### src/rtl/brick_grid_scanner.sv
`default_nettype none
// ============================================================================
// Module      : brick_grid_scanner
// Description : Walks the level memory one cell per clock and reports the
//               first brick overlapping the ball box (cell, type and side),
//               plus a saturating count of all overlapping bricks.
//               Optional macro EARLY_EXIT_EN ends the scan at the first hit.
// Revision    : 1.0 - initial release
// ============================================================================
module brick_grid_scanner #(
    parameter int GRID_COLS = 10,
    parameter int GRID_ROWS = 8,
    parameter int BRICK_W   = 12,
    parameter int BRICK_H   = 6,
    parameter int BALL_W    = 6,
    parameter int BALL_H    = 6,
    parameter int ORIGIN_X  = 20,
    parameter int ORIGIN_Y  = 20,
    parameter int COORD_W   = 8,
    parameter int TYPE_W    = 4,
    parameter int MARGIN    = 2
) (
    input  logic                         clk,
    input  logic                         reset,
    input  logic                         start,
    input  logic [COORD_W-1:0]           ball_x,
    input  logic [COORD_W-1:0]           ball_y,
    output logic [$clog2(GRID_COLS)-1:0] rd_col,
    output logic [$clog2(GRID_ROWS)-1:0] rd_row,
    input  logic [TYPE_W-1:0]            rd_type,
    output logic                         busy,
    output logic                         done,
    output logic                         hit,
    output logic [$clog2(GRID_COLS)-1:0] hit_col,
    output logic [$clog2(GRID_ROWS)-1:0] hit_row,
    output logic [TYPE_W-1:0]            hit_type,
    output logic [2:0]                   hit_dir,
    output logic [7:0]                   hit_count
);
    localparam int CW = $clog2(GRID_COLS);
    localparam int RW = $clog2(GRID_ROWS);
    localparam int SW = COORD_W + 2;

    typedef enum logic [1:0] {
        S_IDLE  = 2'd0,
        S_SCAN  = 2'd1,
        S_FLUSH = 2'd2,
        S_DONE  = 2'd3
    } state_t;

    state_t              r_state, w_next;
    logic [CW-1:0]       r_col, r_ecol;
    logic [RW-1:0]       r_row, r_erow;
    logic                r_evalid;
    logic [COORD_W-1:0]  r_ball_x, r_ball_y;
    logic                r_hit;
    logic [CW-1:0]       r_hit_col;
    logic [RW-1:0]       r_hit_row;
    logic [TYPE_W-1:0]   r_hit_type;
    logic [2:0]          r_hit_dir;
    logic [7:0]          r_hit_count;

    logic                w_last, w_eval, w_collide;
    logic [2:0]          w_dir;
    logic signed [SW-1:0] w_px, w_py, w_bx, w_by;
    logic signed [SW-1:0] w_bx_lo, w_bx_hi, w_by_lo, w_by_hi;

    assign w_last = (r_col == CW'(GRID_COLS - 1)) && (r_row == RW'(GRID_ROWS - 1));

    // Once a hit is recorded in early-exit mode, trailing reads are discarded.
`ifdef EARLY_EXIT_EN
    assign w_eval = r_evalid && !r_hit;
`else
    assign w_eval = r_evalid;
`endif

    always_comb begin
        w_next = r_state;
        case (r_state)
            S_IDLE:  if (start) w_next = S_SCAN;
            S_SCAN:  if (w_last) w_next = S_FLUSH;
            S_FLUSH: w_next = S_DONE;
            S_DONE:  w_next = S_IDLE;
            default: w_next = S_IDLE;
        endcase
`ifdef EARLY_EXIT_EN
        if ((r_state == S_SCAN || r_state == S_FLUSH) && r_hit)
            w_next = S_DONE;
`endif
    end

    // Widened signed geometry so box edges left of/above zero compare correctly.
    always_comb begin
        w_px    = $signed({2'b00, r_ball_x});
        w_py    = $signed({2'b00, r_ball_y});
        w_bx    = SW'(ORIGIN_X + int'(r_ecol) * BRICK_W);
        w_by    = SW'(ORIGIN_Y + int'(r_erow) * BRICK_H);
        w_bx_lo = w_bx - SW'(BALL_W);
        w_bx_hi = w_bx + SW'(BRICK_W);
        w_by_lo = w_by - SW'(BALL_H);
        w_by_hi = w_by + SW'(BRICK_H);
        w_collide = (rd_type != '0) && (w_px > w_bx_lo) && (w_px < w_bx_hi)
                 && (w_py > w_by_lo) && (w_py < w_by_hi);
        w_dir = 3'd4;
        if (w_py <= w_by_lo + SW'(MARGIN))      w_dir = 3'd2;
        else if (w_py >= w_by_hi - SW'(MARGIN)) w_dir = 3'd3;
        else if (w_px <= w_bx_lo + SW'(MARGIN)) w_dir = 3'd0;
        else if (w_px >= w_bx_hi - SW'(MARGIN)) w_dir = 3'd1;
    end

    always_ff @(posedge clk) begin
        if (reset) r_state <= S_IDLE;
        else       r_state <= w_next;
    end

    always_ff @(posedge clk) begin
        if (reset) begin
            r_col       <= '0;
            r_row       <= '0;
            r_ecol      <= '0;
            r_erow      <= '0;
            r_evalid    <= 1'b0;
            r_ball_x    <= '0;
            r_ball_y    <= '0;
            r_hit       <= 1'b0;
            r_hit_col   <= '0;
            r_hit_row   <= '0;
            r_hit_type  <= '0;
            r_hit_dir   <= 3'd4;
            r_hit_count <= '0;
        end else begin
            r_ecol   <= r_col;
            r_erow   <= r_row;
            r_evalid <= (r_state == S_SCAN);

            if (w_eval && w_collide) begin
                if (!r_hit) begin
                    r_hit      <= 1'b1;
                    r_hit_col  <= r_ecol;
                    r_hit_row  <= r_erow;
                    r_hit_type <= rd_type;
                    r_hit_dir  <= w_dir;
                end
                if (r_hit_count != 8'hFF) r_hit_count <= r_hit_count + 8'd1;
            end

            if (r_state == S_IDLE && start) begin
                r_ball_x    <= ball_x;
                r_ball_y    <= ball_y;
                r_col       <= '0;
                r_row       <= '0;
                r_hit       <= 1'b0;
                r_hit_col   <= '0;
                r_hit_row   <= '0;
                r_hit_type  <= '0;
                r_hit_dir   <= 3'd4;
                r_hit_count <= '0;
            end else if (r_state == S_SCAN) begin
                if (r_col == CW'(GRID_COLS - 1)) begin
                    r_col <= '0;
                    r_row <= (r_row == RW'(GRID_ROWS - 1)) ? '0 : r_row + RW'(1);
                end else begin
                    r_col <= r_col + CW'(1);
                end
            end
        end
    end

    assign rd_col    = r_col;
    assign rd_row    = r_row;
    assign busy      = (r_state == S_SCAN) || (r_state == S_FLUSH);
    assign done      = (r_state == S_DONE);
    assign hit       = r_hit;
    assign hit_col   = r_hit_col;
    assign hit_row   = r_hit_row;
    assign hit_type  = r_hit_type;
    assign hit_dir   = r_hit_dir;
    assign hit_count = r_hit_count;

endmodule
`default_nettype wire

### config.mk
export PLATFORM = sky130hd
export DESIGN_NAME = brick_grid_scanner
export DESIGN_NICKNAME = d
export VERILOG_FILES = /design/src/rtl/brick_grid_scanner.sv
export SDC_FILE = /design/constraint.sdc
export NUM_CORES = 1
export LEC_CHECK = 0
export BUFFER_PORTS_ARGS = -buffer_cell sky130_fd_sc_hd__buf_2
export CAP_MARGIN = 40
export CORE_MARGIN = 2
export CORE_UTILIZATION = 41
export CTS_BUF_LIST = sky130_fd_sc_hd__clkbuf_2
export CTS_CLUSTER_DIAMETER = 50
export CTS_CLUSTER_SIZE = 16
export DETAILED_ROUTE_END_ITERATION = 10
export PLACE_DENSITY = 0.73
export SLEW_MARGIN = 20
export SYNTH_ARGS = -nofsm -noshare
export SYNTH_HDL_FRONTEND = slang
export SYNTH_SLANG_ARGS = --single-unit
### constraint.sdc
create_clock -name clk -period 4 [get_ports clk]
set_input_delay 0.8 -clock clk [delete_from_list [all_inputs] [get_ports clk]]
set_output_delay 0.8 -clock clk [all_outputs]
set_load 0.005 [all_outputs]
==> results_dict.tcl <==
set metrics [dict create \
    critPathLaunch "r_ecol[0]$_SDFF_PP0_" \
    area_delta_synth_final_pct 23.2 \
    drt_iter0_markers 200 \
    sequentialPowerShare 0.311 \
    hold_buffers 0 \
    multi_input_area_mm2 0.00371 \
    p_sw_frac 0.442 \
    slew_headroom 0.530 \
    fin_util 0.523 \
    insertion_delay_ps 490 \
    grt_max_degree 31 \
    combPwrFrac 0.580 \
    vias 4306 \
    gp_congestion 1.00 \
    drcViolationCount 0 \
    synthCells 568 \
    dp_slack_ps -221 \
    die_h_um 111 \
    syn_avg_cell_area_um2 8.20 \
    synth_cell_type_count 62 \
    layout-drive-gt1-share 0.252 \
    synth-async-reset-ratio 0 \
    p_clk_frac 0.109 \
    seq_area_mm2 0.00113 \
    skew_ps 18.7 \
    place_area_mm2 0.00528 \
    track_usage 0.192 \
    hold_viol 0 \
    arrival_ps 4340 \
    setup_violations 0 \
    p_leak_nw 2.52 \
    r2r_setup_slack_ps 70 \
    power.total_mw 2.22 \
    rsz0062_at_grt "true" \
    fp.dieArea_mm2 0.0122 \
    final_cell_mix "nand2_1 (83), ha_1 (73), buf_2 (54), dfxtp_1 (52), a21oi_1 (50)" \
    seq_area_frac_synth 0.241 \
    fin_ws_ps 73.4 \
    overflow 0 \
    wirelength_mm 12.3 \
    synthesis.area_mm2 0.00466 \
    clock_path_buffers 2 \
    clock_sinks 56 \
    vias_per_cell 5.45 \
    synthFlopType "dfxtp_1" \
    r2r-end "hit_dir[0]$_SDFFE_PP0P_" \
    die-width_um 111 \
    worstHoldPathType "reg -> reg" \
    synth_enable_flop_cells 0 \
    antenna_left 0 \
    clock-root-buffer "clkbuf_2" \
    power.internal_mw 1.24 \
    clkSlewWorstSetupHoldPaths_ps 290 \
    final_common_cell "nand2_1" \
    dr.pass1.iters 4 \
    p_switching_mw 0.983 \
    numCtsBuffers 5 \
    yosys_warnings 0 \
    antennaDiodeCount 0 \
    grt_pass1_wl_mm 19.9 \
    tightest_slew_ps 706 \
    ir_drop_v 0.000406 \
    cts_max_level 2 \
    timing.rr.start "r_ecol[0]$_SDFF_PP0_" \
    hold_slack_ps 486 \
    endpoint "hit_dir[0]$_SDFFE_PP0P_" \
    drv_cap 0 \
    pin_count 55 \
    core_area_mm2 0.0110 \
    post-route-period-util 0.982 \
    core.rowCount 38 \
    finalNetCount 755 \
    period_minus_slack_ps 3930 \
    slew_viol_final 0 \
    cts_tree "yes" \
    hpwl_mm 9.39 \
    outcome "finished, final reports clean" \
    reg2reg_depth 16 \
    worst_setup_path_end_kind "flop" \
    crit_required_ps 4420 \
    synth_seq_cells 56 \
    start_kind "flop" \
    fill_cells 1024 \
    start_util 0.424 \
    final_cell_area_mm2 0.00574 \
    portBuffers 54 \
    critPathKind "reg -> reg" \
    critical_path_peak_fanout 3 \
    p_per_area_mw_per_mm2 388 \
    drt-wirelength-per-cell_um 15.6 \
    max_freq_mhz 255 \
    grt_pass1_vias 4176 \
    antenna_found_initial 0 \
]
-- per-stage QoR --
| stage | instances | TNS, ps |
|---|---|---|
| 2_1_floorplan | 569 | 0 |
| 6_report | 790 | 0 |
| 3_3_place_gp | 774 | -124 |
| 4_1_cts | 784 | 0 |
| 5_1_grt | 790 | -191 |
| 3_5_place_dp | 774 | -407 |
-- sequential cells by signal, summed over array words and instances, names as in the netlist --
signal	flops
hit_dir	3
r_evalid	1
r_ball_y	8
hit_row	3
r_ecol	4
hit_count	8
hit	1
rd_row	3
r_erow	3
hit_type	4
r_state	2
rd_col	4
r_ball_x	8
hit_col	4
-- cell type report --
cell class,count,area share
Clock inverter,2,0.00240
Timing Repair Buffer,92,0.0994
Inverter,29,0.0196
Tap cell,140,0.0305
Sequential cell,56,0.197
Clock buffer,6,0.00523
Multi-Input combinational cell,465,0.646
-- cells by family (layout without fill, tap and decap cells) --
group	after synthesis	in the layout	synth area share
and+or+nand+nor	203	203	0.212
AOI/OAI and AO/OA	129	129	0.177
adders and majority gates	83	83	0.228
DFF	56	56	0.241
buffers and inverters	48	129	0.0408
xor gates and xnor gates	40	40	0.0827
muxes	8	8	0.0180
other	1	2	0.000805
-- critical path: stages (launching register included) --
cell and delay, ps:
dfxtp_4 430, ha_4 170, fa_2 650, xnor2_4 100
ha_1 270, o31ai_2 300, a211oi_2 120, or3_1 390
and2_2 220, xor2_2 160, ha_1 230, nor3_2 170
o211ai_1 130, o21ai_2 120, o22ai_1 140, a31oi_1 190
o21ai_1 80
-- what timing repair did --
action / 4_1_cts / 5_1_grt
pin swaps: 2 / 15
setup endpoints to repair: 12 / 20
gates resized for setup: 9 / 58
buffers inserted: 2 / 6
-- layer usage --
| metal | routed length, um | track usage | vias to the layer above |
|---|---|---|---|
| met1 | 5830 | 0.256 | 2011 |
| met3 | 609 | 0.0390 | 28 |
| met2 | 5610 | 0.319 | 122 |
| met4 | 268 | 0.0517 | 0 |
| met5 | 0 | 0 | - |
| li1 | - | - | 2145 |
-- how the worst min path moves through the flow --
stage / start / end / cells after the start / slack, ps
floorplan: r_ball_y[1]$_SDFFE_PP0P_ / r_ball_y[1]$_SDFFE_PP0P_ / 2 / 440
global placement: hit_row[1]$_SDFFE_PP0P_ / hit_row[1]$_SDFFE_PP0P_ / 2 / 450
detailed placement: hit_col[2]$_SDFFE_PP0P_ / hit_col[2]$_SDFFE_PP0P_ / 2 / 450
CTS: ball_y[4] / r_ball_y[4]$_SDFFE_PP0P_ / 3 / 480
global route: rd_type[2] / hit_type[2]$_SDFFE_PP0P_ / 3 / 480
finish: hit_col[2]$_SDFFE_PP0P_ / hit_col[2]$_SDFFE_PP0P_ / 2 / 490
-- power by group through the flow --
stage               Combinational [mW]  Clock (mW)  Sequential, mW
floorplan                        0.786           0           0.674
global placement                  1.05           0           0.692
detailed placement                1.10           0           0.697
CTS                               1.12       0.245           0.685
global route                      1.43       0.267           0.700
finish                            1.29       0.242           0.691
-- synthesized netlist by cell type, types with 6 or more instances --
cell | instances | share of area
a21o_1 | 10 | 0.016
nor3_1 | 11 | 0.012
nand2_1 | 84 | 0.068
ha_1 | 80 | 0.21
xnor2_1 | 23 | 0.043
xor2_1 | 14 | 0.026
o21a_1 | 11 | 0.018
a211oi_1 | 7 | 0.011
mux2i_1 | 7 | 0.015
clkbuf_1 | 13 | 0.010
nor2_1 | 31 | 0.025
nor4_1 | 6 | 0.0081
nand4_1 | 6 | 0.0081
inv_1 | 29 | 0.023
dfxtp_1 | 56 | 0.24
a21oi_1 | 53 | 0.057
o21ai_0 | 14 | 0.015
nor2b_1 | 16 | 0.021
nand3_1 | 12 | 0.013
No activity file was read; power rests on OpenSTA's default activity.
